--- src/rtl/dma_wr_engine_pkg.sv ---
// Shared types and constants for the DMA write engine: FSM encoding,
// requester-request descriptor layout and the PCIe 4 KB boundary.
package dma_wr_engine_pkg;

    typedef enum logic [2:0] {
        ST_IDLE = 3'd0,
        ST_CALC = 3'd1,
        ST_HDR  = 3'd2,
        ST_DATA = 3'd3,
        ST_DONE = 3'd4
    } state_e;

    localparam int RQ_DATA_W = 128;
    localparam int RQ_KEEP_W = 4;
    localparam int RQ_USER_W = 60;

    localparam logic [3:0] REQ_TYPE_MEMWR = 4'b0001;

    localparam int DESC_ADDR_LSB    = 2;
    localparam int DESC_DWCNT_LSB   = 64;
    localparam int DESC_REQTYPE_LSB = 75;
    localparam int DESC_TAG_LSB     = 96;

    localparam int unsigned BOUNDARY_4K = 4096;

    // Every TLP is whole dwords, so both byte enables are always full.
    localparam logic [RQ_USER_W-1:0] RQ_USER_FULL_BE = {52'b0, 4'hF, 4'hF};

endpackage

--- src/rtl/dma_wr_engine_if.sv ---
// Source write-data stream and PCIe requester-request stream, bundled.
// The engine uses the master view; the data source and PCIe core the slave view.
interface dma_wr_engine_if;
    import dma_wr_engine_pkg::*;

    logic [RQ_DATA_W-1:0] src_tdata;
    logic                 src_tvalid;
    logic                 src_tready;

    logic [RQ_DATA_W-1:0] s_axis_rq_tdata;
    logic [RQ_KEEP_W-1:0] s_axis_rq_tkeep;
    logic                 s_axis_rq_tlast;
    logic                 s_axis_rq_tvalid;
    logic [RQ_USER_W-1:0] s_axis_rq_tuser;
    logic                 s_axis_rq_tready;

    modport master (
        input  src_tdata, src_tvalid,
        output src_tready,
        output s_axis_rq_tdata, s_axis_rq_tkeep, s_axis_rq_tlast,
        output s_axis_rq_tvalid, s_axis_rq_tuser,
        input  s_axis_rq_tready
    );

    modport slave (
        output src_tdata, src_tvalid,
        input  src_tready,
        input  s_axis_rq_tdata, s_axis_rq_tkeep, s_axis_rq_tlast,
        input  s_axis_rq_tvalid, s_axis_rq_tuser,
        output s_axis_rq_tready
    );

endinterface

--- src/rtl/dma_wr_engine_rq_desc_pack.sv ---
// Combinational builder for the 128-bit MemWr requester descriptor beat.
module dma_wr_engine_rq_desc_pack
    import dma_wr_engine_pkg::*;
(
    input  logic [29:0]          dw_addr,
    input  logic [10:0]          dw_count,
    input  logic [7:0]           tag,
    output logic [RQ_DATA_W-1:0] desc
);

    always_comb begin
        desc = '0;
        desc[DESC_ADDR_LSB    +: 62] = 62'(dw_addr);
        desc[DESC_DWCNT_LSB   +: 11] = dw_count;
        desc[DESC_REQTYPE_LSB +: 4]  = REQ_TYPE_MEMWR;
        desc[DESC_TAG_LSB     +: 8]  = tag;
    end

endmodule

--- src/rtl/dma_wr_engine.sv ---
// Splits a host write into MemWr TLPs bounded by MAX_PAYLOAD and 4 KB pages,
// emitting a descriptor beat per TLP and then passing source data straight through.
module dma_wr_engine
    import dma_wr_engine_pkg::*;
#(
    parameter int C_DATA_WIDTH = 128,
    parameter int MAX_PAYLOAD  = 256
)
(
    input  logic                  pcie_clk,
    input  logic                  pcie_rst_n,
    input  logic                  dma_wr_start,
    input  logic [31:0]           dma_wr_addr,
    input  logic [31:0]           dma_wr_len,
    dma_wr_engine_if.master       bus,
    output logic                  dma_wr_busy,
    output logic                  dma_wr_done
);

    if (C_DATA_WIDTH != RQ_DATA_W) begin : g_bad_width
        $error("dma_wr_engine: only C_DATA_WIDTH=128 is supported");
    end
    if (MAX_PAYLOAD < 16 || MAX_PAYLOAD > 512 || (MAX_PAYLOAD & (MAX_PAYLOAD - 1)) != 0) begin : g_bad_mps
        $error("dma_wr_engine: MAX_PAYLOAD must be a power of two in 16..512");
    end

    state_e               state;
    logic [31:0]          cur_addr;
    logic [31:0]          remaining;
    logic [12:0]          chunk;
    logic [8:0]           beat_cnt;
    logic [7:0]           tag;
    logic                 busy;
    logic                 done;
    logic [8:0]           last_beat;
    logic                 beat_fire;
    logic [RQ_DATA_W-1:0] desc;
    logic                 unused_low;

    // Bytes for the next TLP: limited by what is left, the payload cap and the page end.
    function automatic logic [12:0] calc_chunk(input logic [31:0] rem, input logic [11:0] addr_lo);
        logic [12:0] room;
        logic [12:0] lim;
        room = 13'(BOUNDARY_4K) - {1'b0, addr_lo};
        lim  = 13'(MAX_PAYLOAD);
        if (room < lim)
            lim = room;
        if (rem < {19'b0, lim})
            lim = rem[12:0];
        return lim;
    endfunction

    assign last_beat   = chunk[12:4] - 9'd1;
    assign beat_fire   = bus.src_tvalid && bus.s_axis_rq_tready;
    assign unused_low  = ^{dma_wr_addr[3:0], dma_wr_len[3:0]};
    assign dma_wr_busy = busy;
    assign dma_wr_done = done;

    dma_wr_engine_rq_desc_pack u_desc (
        .dw_addr  (cur_addr[31:2]),
        .dw_count (chunk[12:2]),
        .tag      (tag),
        .desc     (desc)
    );

    always_ff @(posedge pcie_clk or negedge pcie_rst_n) begin
        if (!pcie_rst_n) begin
            state     <= ST_IDLE;
            cur_addr  <= '0;
            remaining <= '0;
            chunk     <= '0;
            beat_cnt  <= '0;
            tag       <= '0;
            busy      <= 1'b0;
            done      <= 1'b0;
        end else begin
            done <= 1'b0;
            case (state)
                ST_IDLE: begin
                    if (dma_wr_start) begin
                        busy      <= 1'b1;
                        cur_addr  <= {dma_wr_addr[31:4], 4'b0};
                        remaining <= {dma_wr_len[31:4], 4'b0};
                        state     <= (dma_wr_len[31:4] != '0) ? ST_CALC : ST_DONE;
                    end
                end
                ST_CALC: begin
                    chunk    <= calc_chunk(remaining, cur_addr[11:0]);
                    beat_cnt <= '0;
                    state    <= ST_HDR;
                end
                ST_HDR: begin
                    if (bus.s_axis_rq_tready)
                        state <= ST_DATA;
                end
                ST_DATA: begin
                    if (beat_fire) begin
                        if (beat_cnt == last_beat) begin
                            cur_addr  <= cur_addr + 32'(chunk);
                            remaining <= remaining - 32'(chunk);
                            tag       <= tag + 8'd1;
                            state     <= (remaining != 32'(chunk)) ? ST_CALC : ST_DONE;
                        end else begin
                            beat_cnt <= beat_cnt + 9'd1;
                        end
                    end
                end
                ST_DONE: begin
                    busy  <= 1'b0;
                    done  <= 1'b1;
                    state <= ST_IDLE;
                end
                default: state <= ST_IDLE;
            endcase
        end
    end

    // Outputs decode from registered state so an asynchronous reset clears them at once.
    always_comb begin
        bus.s_axis_rq_tvalid = 1'b0;
        bus.s_axis_rq_tdata  = '0;
        bus.s_axis_rq_tkeep  = '0;
        bus.s_axis_rq_tlast  = 1'b0;
        bus.s_axis_rq_tuser  = '0;
        bus.src_tready       = 1'b0;
        case (state)
            ST_HDR: begin
                bus.s_axis_rq_tvalid = 1'b1;
                bus.s_axis_rq_tdata  = desc;
                bus.s_axis_rq_tkeep  = '1;
                bus.s_axis_rq_tuser  = RQ_USER_FULL_BE;
            end
            ST_DATA: begin
                bus.s_axis_rq_tvalid = bus.src_tvalid;
                bus.s_axis_rq_tdata  = bus.src_tdata;
                bus.s_axis_rq_tkeep  = '1;
                bus.s_axis_rq_tlast  = (beat_cnt == last_beat);
                bus.s_axis_rq_tuser  = RQ_USER_FULL_BE;
                bus.src_tready       = bus.s_axis_rq_tready;
            end
            default: ;
        endcase
    end

endmodule

--- src/flat_wrapper.sv ---
// flat-port wrapper written by rule: the top's interface ports become plain ports
module dma_wr_engine_flat import dma_wr_engine_pkg::*;
#(
    parameter int C_DATA_WIDTH = 128,
    parameter int MAX_PAYLOAD  = 256
)
  (pcie_clk, pcie_rst_n, dma_wr_start, dma_wr_addr, dma_wr_len, dma_wr_busy, dma_wr_done, bus_src_tdata, bus_src_tvalid, bus_src_tready, bus_s_axis_rq_tdata, bus_s_axis_rq_tkeep, bus_s_axis_rq_tlast, bus_s_axis_rq_tvalid, bus_s_axis_rq_tuser, bus_s_axis_rq_tready);
  dma_wr_engine_if bus_i ();
  input  logic pcie_clk;
  input  logic pcie_rst_n;
  input  logic dma_wr_start;
  input  logic [31:0] dma_wr_addr;
  input  logic [31:0] dma_wr_len;
  output logic dma_wr_busy;
  output logic dma_wr_done;
  input wire logic [$bits(bus_i.src_tdata)-1:0] bus_src_tdata;
  input wire logic [$bits(bus_i.src_tvalid)-1:0] bus_src_tvalid;
  output wire logic [$bits(bus_i.src_tready)-1:0] bus_src_tready;
  output wire logic [$bits(bus_i.s_axis_rq_tdata)-1:0] bus_s_axis_rq_tdata;
  output wire logic [$bits(bus_i.s_axis_rq_tkeep)-1:0] bus_s_axis_rq_tkeep;
  output wire logic [$bits(bus_i.s_axis_rq_tlast)-1:0] bus_s_axis_rq_tlast;
  output wire logic [$bits(bus_i.s_axis_rq_tvalid)-1:0] bus_s_axis_rq_tvalid;
  output wire logic [$bits(bus_i.s_axis_rq_tuser)-1:0] bus_s_axis_rq_tuser;
  input wire logic [$bits(bus_i.s_axis_rq_tready)-1:0] bus_s_axis_rq_tready;
  assign bus_i.src_tdata = bus_src_tdata;
  assign bus_i.src_tvalid = bus_src_tvalid;
  assign bus_src_tready = bus_i.src_tready;
  assign bus_s_axis_rq_tdata = bus_i.s_axis_rq_tdata;
  assign bus_s_axis_rq_tkeep = bus_i.s_axis_rq_tkeep;
  assign bus_s_axis_rq_tlast = bus_i.s_axis_rq_tlast;
  assign bus_s_axis_rq_tvalid = bus_i.s_axis_rq_tvalid;
  assign bus_s_axis_rq_tuser = bus_i.s_axis_rq_tuser;
  assign bus_i.s_axis_rq_tready = bus_s_axis_rq_tready;
  dma_wr_engine #(.C_DATA_WIDTH(C_DATA_WIDTH), .MAX_PAYLOAD(MAX_PAYLOAD)) u_core (.pcie_clk(pcie_clk), .pcie_rst_n(pcie_rst_n), .dma_wr_start(dma_wr_start), .dma_wr_addr(dma_wr_addr), .dma_wr_len(dma_wr_len), .bus(bus_i), .dma_wr_busy(dma_wr_busy), .dma_wr_done(dma_wr_done));
endmodule
--- config.mk ---
export PLATFORM = sky130hd
export DESIGN_NAME = dma_wr_engine_flat
export DESIGN_NICKNAME = d
export VERILOG_FILES = /design/src/rtl/dma_wr_engine_pkg.sv /design/src/rtl/dma_wr_engine_if.sv /design/src/rtl/dma_wr_engine_rq_desc_pack.sv /design/src/rtl/dma_wr_engine.sv /design/src/flat_wrapper.sv
export SDC_FILE = /design/constraint.sdc
export NUM_CORES = 1
export LEC_CHECK = 0
export CAP_MARGIN = 20
export CELL_PAD_IN_SITES_DETAIL_PLACEMENT = 1
export CELL_PAD_IN_SITES_GLOBAL_PLACEMENT = 2
export CORE_MARGIN = 5
export CORE_UTILIZATION = 25
export CTS_BUF_LIST = sky130_fd_sc_hd__clkbuf_4 sky130_fd_sc_hd__clkbuf_8 sky130_fd_sc_hd__clkbuf_16
export DETAILED_ROUTE_END_ITERATION = 6
export PLACE_DENSITY = 0.9
export REMOVE_ABC_BUFFERS = 1
export SKIP_CTS_REPAIR_TIMING = 1
export SYNTH_ARGS = -nofsm -noshare
export SYNTH_HDL_FRONTEND = slang
export SYNTH_SLANG_ARGS = --single-unit
--- constraint.sdc ---
create_clock -name pcie_clk -period 5.29 [get_ports pcie_clk]
set_clock_uncertainty 0.15 [all_clocks]
set_input_delay 0.529 -clock pcie_clk [delete_from_list [all_inputs] [get_ports pcie_clk]]
set_output_delay 0.529 -clock pcie_clk [all_outputs]
set_load 0.02 [all_outputs]
==> summary.md, run 1 <==
| Metric | Value |
|---|---|
| Status | completed |
| Hpwl dp | 32300 um |
| Gr usage total | 18.6% |
| CTS tree | yes |
| Net count, final | 1660 |
| Slew @ Worst Pin | 1.06 ns |
| Post-Syn Instances | 1138 |
| Slew Limit Fails | 0 |
| Post-Syn Area per Cell | 7.93 um2 |
| Pre-CTS WS | 1.00 ns |
| Post-Synth XOR/XNOR Area | 4.07% |
| Final Util | 36.1% |
| Maximum clock insertion buffer count | 2 |
| I/O Buffers | 333 |
| Startpoint Class | flip-flop |
| Worst-Skew Late Latency | 0.37 ns |
| Fmax | 0.231 GHz |
| Post-synthesis mux area share | 6.14% |
| DR vias | 9671 |
| Yosys top cell by area | dfrtp_1 |
| Register bit total from synthesis | 99 |
| Vias in the first global route | 9723 |
| Relative slew slack | 29.3% |
| Via density per instance | 5.12 |
| Final setup violation count | 0 |
| WL/cell | 21.3 um |
| HP Class | in2async |
| Largest net degree at the start of global routing | 76 |
| Starting Density | 25.4% |
| Pwr per Cell Area | 538 nW/um2 |
| DRC | 0 |
| CTS clock-pin slew for the worst setup and hold paths | 0.08 ns |
| Synth Area in Adders | 6.26% |
| Setup CP Type | reg2reg |
| Asr flop ratio synth | 100% |
| Tcrit/Tclk final | 82.0% |
| TritonCTS buffer count | 9 |
| Ports | 394 |
| Core box area | 35600 um2 |
| Full die area | 40000 um2 |
| Clock Root Buffer | clkbuf_16 |
| Synth Warn # | 0 |
| Met1 Track Usage GR | 20.7% |
| Row count | 69 |
| Fill cells | 4291 |
| Total gr overflow | 0 |
| DRT Pass-1 Iters | 5 |
| Top FF cell, synth | dfrtp_1 |
| Max Cap Viol | 0 |
| Final Power | 6.91 mW |
| Met3 GRT Util | 2.70% |
| Slowest cell on crit path | a211oi_2 |
| Largest family of logic cells by synthesized area | simple AND/OR/NAND/NOR gates |
| Post-synth cell types | 83 |
| TNS Setup | 0 ns |
| Seq/Total Area, Yosys | 27.4% |
| Initial antenna violation count | 9 |
| Post-synthesis simple-gate area fraction | 26.0% |
| Cell types with the highest counts after synthesis | nor2_1, dfrtp_1, and3_1 |
| Critical path data required time | 5.38 ns |
| Slowest stage delay, CP | 0.72 ns |
| Final Hold Fails | 0 |
| Number of H-tree levels | 3 |
| Count leader, synth | nor2_1 |
| Synth top area share | 27.4% |
| Total wire length | 40200 um |
| Setup WS post-layout | 0.954 ns |
| Initial DRC Count | 484 |
| Crit. End Element | flip-flop |
| Largest delay share family, worst path | compound AO/OA/AOI/OAI gates |
| Met2 Use GR | 36.5% |
| VDD IR-drop max | 0.219 mV |
| Critical Path AT | 4.43 ns |
| Clock sink count | 99 |
| Share of cells above drive strength 1 | 6.18% |
| Worst-path fanout max | 13 |
| Synth Cell Area | 9030 um2 |
| CP bufs+invs | 2 |
| Crit-path cells | inv_1, ha_1, or4b_4, nor4_4, mux2i_1, nor2_4, nand2_1, ha_1, a21o_1, a21o_1, a21oi_1, nor3_1, a211oi_2, buf_4, nand3_1, o311ai_0 |
| RSZ-0062 raised after global routing | no |
| Gr busiest metal | met2 |
| Synth Area in Compound Gates | 20.3% |
| Final worst path period need | 4.34 ns |
| Post-synth EDFFs | 0 |
| Synthesis-to-finish area growth | 42.3% |
| First-pass GRT wire length | 57800 um |
| ANT nets after route | 0 |
| Die W | 200 um |
| Final Wtd Congestion | 0.890 |
| Die H | 200 um |
| Largest cells by area after synthesis | dfrtp_1, and3_1, ha_1 |
| Worst hold slack | 0.165 ns |
| Leakage | 5.41 nW |
==> layer usage <==
| metal | share of wire (%) | wire (um) | vias to the layer above |
|---|---|---|---|
| li1 | - | - | 4578 |
| met1 | 37 | 15000 | 4788 |
| met2 | 54 | 21900 | 263 |
| met3 | 5.9 | 2370 | 40 |
| met4 | 2.4 | 954 | 2 |
| met5 | 0.050 | 20 | - |
==> final timing paths <==
| kind | slack, ns | cells after the start | endpoint | from |
|---|---|---|---|---|
| worst max-delay path | 0.95 | 16 | u_core.chunk[8]$_DFFE_PN0P_ | u_core.cur_addr[0]$_DFFE_PN0P_ |
| worst min-delay path | 0.17 | 1 | u_core.remaining[0]$_DFFE_PN0P_ | pcie_rst_n |
| worst max register to register | 0.95 | 16 | u_core.chunk[8]$_DFFE_PN0P_ | u_core.cur_addr[0]$_DFFE_PN0P_ |
| worst min register to register | 0.33 | 1 | u_core.tag[7]$_DFFE_PN0P_ | u_core.tag[7]$_DFFE_PN0P_ |
| max in group asynchronous | 3.75 | 2 | u_core.cur_addr[20]$_DFFE_PN0P_ | pcie_rst_n |
| min in group pcie_clk | 0.33 | 1 | u_core.tag[7]$_DFFE_PN0P_ | u_core.tag[7]$_DFFE_PN0P_ |
==> cells by family after synthesis <==
| group | Yosys count |
|---|---|
| other cells | 2 |
| simple gates | 460 |
| mux | 55 |
| xor+xnor | 42 |
| buf+inv | 158 |
| compound gates | 278 |
| fa+ha+maj | 44 |
| flops | 99 |
==> flip-flops by register name (all words and copies together) (netlist names) <==
register,count
u_core.chunk,13
u_core.cur_addr,32
u_core.tag,8
u_core.remaining,32
u_core.state,3
u_core.dma_wr_busy,1
u_core.dma_wr_done,1
u_core.beat_cnt,9
==> layout by cell type (no fill, tap or decap), types with 11 or more instances in the layout <==
master,count
xor2_1,13
a21o_1,11
clkdlybuf4s50_1,332
nor4_1,11
nand3_1,35
conb_1,56
o22ai_1,16
and3_1,96
a31oi_1,13
nor3_1,27
nor2_1,121
inv_1,26
buf_4,15
nand4_1,11
o21ai_0,51
a21oi_1,87
dfrtp_1,98
mux2i_1,52
a211oi_1,11
nand2_1,93
ha_1,42
xnor2_1,29
==> per-stage QoR <==
stage,instance area [um2],instances
4_1_cts,12800,1885
6_report,12800,1889
5_1_grt,12800,1889
3_5_place_dp,12500,1869
3_3_place_gp,12500,1869
2_1_floorplan,8460,1061
==> area by class of cell <==
cell class	count	area [um2]	area share, %
multi-input combinational	935	5910	46.0
timing repair buffer	347	3440	26.7
sequential	99	2480	19.3
tap	461	577	4.49
clock buffer	9	225	1.75
clock inverter	7	105	0.818
inverter	27	101	0.789
antenna	4	10.0	0.0779
==> power by group <==
| group | switching [mW] | internal, mW | leakage, nW | total (mW) |
|---|---|---|---|---|
| sequential | 0.471 | 1.03 | 1.23 | 1.50 |
| combinational | 2.64 | 1.99 | 4.02 | 4.63 |
| clock | 0.352 | 0.425 | 0.159 | 0.777 |
No activity file was read; power rests on OpenSTA's default activity.
==> inputs of run 2 (changes only) <==
--- a/config.mk
+++ b/config.mk
@@ -9,10 +9,10 @@
 export CELL_PAD_IN_SITES_DETAIL_PLACEMENT = 1
 export CELL_PAD_IN_SITES_GLOBAL_PLACEMENT = 2
 export CORE_MARGIN = 5
-export CORE_UTILIZATION = 25
+export CORE_UTILIZATION = 21
 export CTS_BUF_LIST = sky130_fd_sc_hd__clkbuf_4 sky130_fd_sc_hd__clkbuf_8 sky130_fd_sc_hd__clkbuf_16
 export DETAILED_ROUTE_END_ITERATION = 6
-export PLACE_DENSITY = 0.9
+export PLACE_DENSITY = 0.81
 export REMOVE_ABC_BUFFERS = 1
 export SKIP_CTS_REPAIR_TIMING = 1
 export SYNTH_ARGS = -nofsm -noshare
==> constraint.sdc (replaced) <==
create_clock -name pcie_clk -period 3.85 [get_ports pcie_clk]
set_clock_uncertainty 0.15 [all_clocks]
set_input_delay 0.385 -clock pcie_clk [delete_from_list [all_inputs] [get_ports pcie_clk]]
set_output_delay 0.385 -clock pcie_clk [all_outputs]
set_load 0.02 [all_outputs]
==> run 2 against run 1 <==
Critical path depth is the same; flip-flop and latch count stayed put; power is 43% higher; sequential power increased by 39%; clock-buffer cell count did not move; setup slack lost 0.91 ns; combinational power is 44% higher; final area rose by 4.7%; register-to-register slack lost 0.91 ns; core utilization down 4.7 points; highest routed layer unchanged.
==> summary.md, run 2 (same netlist as run 1, synthesis figures left out) <==
| Metric | Value |
|---|---|
| Status | completed |
| CTS clock-pin slew for the worst setup and hold paths | 0.08 ns (about the same) |
| VDD IR-drop max | 0.338 mV (+54%) |
| Relative slew slack | 36.6% (+7.4 points) |
| Critical path data required time | 3.99 ns (-1.39 ns) |
| Most frequent cells in the layout | clkdlybuf4s50_1, nor2_1, dfrtp_1 |
| Crit-path cells | inv_2, ha_4, or4b_4, nor4_4, mux2i_2, nor2_4, buf_6, nand2_4, ha_4, nand4_1, nor3_2, a211oi_2, buf_4, buf_12, or3_2, o211ai_2 |
| HP Class | in2async |
| Startpoint Class | flip-flop |
| Worst hold slack | 0.00776 ns (-0.158 ns) |
| Total wire length | 40900 um (+1.6%) |
| Total gr overflow | 0 (unchanged) |
| Clk pwr share | 11.4% (+0.2 points) |
| Worst-path fanout max | 8 (-5) |
| Final Wtd Congestion | 0.806 (-9.5%) |
| Final setup violation count | 0 (unchanged) |
| Row count | 76 (+10%) |
| Final Hold Fails | 0 (unchanged) |
| First-pass GRT wire length | 59900 um (+3.7%) |
| Starting Density | 21.1% (-4.3 points) |
| Storage element area | 2480 um2 (about the same) |
| Final worst path period need | 3.80 ns (-0.534 ns) |
| Commonest non-fill, non-tap cell in the layout | clkdlybuf4s50_1 |
| Max Cap Viol | 0 (unchanged) |
| Final Power | 9.88 mW (+43%) |
| Internal power | 5.00 mW (+45%) |
| ANT nets after route | 0 (unchanged) |
| Initial DRC Count | 475 (-1.9%) |
| Number of H-tree levels | 3 (unchanged) |
| Core box area | 42800 um2 (+20%) |
| Setup WS post-layout | 0.0474 ns (-0.906 ns) |
| Net count, final | 1691 (+1.9%) |
| Die H | 217 um (+8.7%) |
| Logic pwr share | 67.5% (+0.5 points) |
| CTS tree | yes |
| Fmax | 0.263 GHz (+14%) |
| Gr usage total | 16.2% (-2.4 points) |
| Die W | 217 um (+8.7%) |
| Most Frequent Cell on Critical Path | ha_4 |
| Tcrit/Tclk final | 98.8% (+17 points) |
| Multi-input logic area | 6070 um2 (+2.7%) |
| Flop pwr share | 21.0% (-0.8 points) |
| Leakage | 5.64 nW (+4.2%) |
| Slowest stage delay, CP | 0.48 ns (-0.24 ns) |
| Maximum clock insertion buffer count | 2 (unchanged) |
| Pre-CTS WS | 0.0897 ns (-0.915 ns) |
| Critical Path AT | 3.94 ns (-0.49 ns) |
| Vias in the first global route | 9904 (+1.9%) |
| Net switching power | 4.88 mW (+41%) |
| WL/cell | 20.4 um (-4.2%) |
| Share of cells above drive strength 1 | 9.83% (+3.6 points) |
| DRC | 0 (unchanged) |
| Setup CP Type | reg2reg |
| RSZ-0062 raised after global routing | yes |
| Final Util | 31.4% (-4.7 points) |
| DRT Pass-1 Iters | 4 (-1) |
| Clock Root Buffer | clkbuf_16 |
| Largest net degree at the start of global routing | 76 (unchanged) |
| Fill cells | 5019 (+17%) |
| Worst-Skew Late Latency | 0.37 ns (about the same) |
| Ports | 394 (unchanged) |
| Slew Limit Fails | 0 (unchanged) |
| DR vias | 9730 (+0.61%) |
| Largest registers | u_core.cur_addr (32), u_core.remaining (32), u_core.chunk (13) |
| Synthesis-to-finish area growth | 49.0% |
| Crit. End Element | flip-flop |
| TNS Setup | 0 ns (unchanged) |
| Slew @ Worst Pin | 0.950 ns (-0.106 ns) |
| Slowest cell on crit path | or4b_4 |
| Full die area | 47200 um2 (+18%) |
| TritonCTS buffer count | 9 (unchanged) |
| Switching share of power | 49.4% (-0.73 points) |
| Via density per instance | 4.85 (-5.2%) |
| Hpwl dp | 32800 um (+1.3%) |
| Pwr per Cell Area | 735 nW/um2 (+37%) |
| Clock sink count | 99 (unchanged) |
| I/O Buffers | 333 (unchanged) |
| Initial antenna violation count | 8 (-1) |
[run 2: worst paths after layout]
| path | startpoint | to | slack (ns) | cells after the start |
|---|---|---|---|---|
| worst max-delay path | u_core.cur_addr[1]$_DFFE_PN0P_ | u_core.chunk[4]$_DFFE_PN0P_ | 0.05 | 16 |
| worst min-delay path | pcie_rst_n | u_core.remaining[21]$_DFFE_PN0P_ | 0.008 | 1 |
| worst max register to register | u_core.cur_addr[1]$_DFFE_PN0P_ | u_core.chunk[4]$_DFFE_PN0P_ | 0.05 | 16 |
| worst min register to register | u_core.remaining[30]$_DFFE_PN0P_ | u_core.remaining[30]$_DFFE_PN0P_ | 0.36 | 1 |
| max in group asynchronous | pcie_rst_n | u_core.cur_addr[19]$_DFFE_PN0P_ | 2.71 | 2 |
| min in group pcie_clk | u_core.remaining[30]$_DFFE_PN0P_ | u_core.remaining[30]$_DFFE_PN0P_ | 0.36 | 1 |
[run 2: worst max-delay path: cells and delay by family (launching register included)]
family	cells	cell delay, ns
flops	1	0.40
mux	1	0.13
compound gates	2	0.16
fa+ha+maj	2	0.41
buf+inv	4	0.57
simple gates	7	1.91
[run 2: power by group through the flow]
stage	clock (mW)	combinational [mW]	sequential [mW]
after detailed placement	0	6.58	2.10
after global routing	1.20	7.28	2.16
final	1.13	6.67	2.08
after CTS	1.16	6.60	2.08
after global placement	0	6.45	2.08
after floorplan	0	3.92	1.95
[run 2: area by class of cell]
cell class | instances | share of cell area (%)
Clock buffer | 9 | 1.67
Sequential cell | 99 | 18.5
Multi-Input combinational cell | 935 | 45.1
Clock inverter | 7 | 0.995
Tap cell | 546 | 5.08
Inverter | 27 | 0.753
Antenna cell | 4 | 0.0744
Timing Repair Buffer | 378 | 27.9
[run 2: through the flow]
step	std cells	area [um2]
floorplan	1061	8460
global placement	1975	12800
detailed placement	1975	12800
CTS	1991	13200
global route	2005	13500
finish	2005	13500
[run 2: per-layer routing]
metal	up-vias	GRT usage (%)	wire length, um
met5	-	0	13
met1	4765	18.6	16200
met4	2	4.57	930
met3	41	2.63	1750
li1	4651	-	-
met2	271	30.8	21900
==> inputs of run 3 (changes only) <==
--- a/config.mk
+++ b/config.mk
@@ -5,7 +5,7 @@
 export SDC_FILE = /design/constraint.sdc
 export NUM_CORES = 1
 export LEC_CHECK = 0
-export CAP_MARGIN = 20
+export CAP_MARGIN = 15
 export CELL_PAD_IN_SITES_DETAIL_PLACEMENT = 1
 export CELL_PAD_IN_SITES_GLOBAL_PLACEMENT = 2
 export CORE_MARGIN = 5
==> results of run 3 <==
Final layout, timing and power as in run 2 (identical DEF).
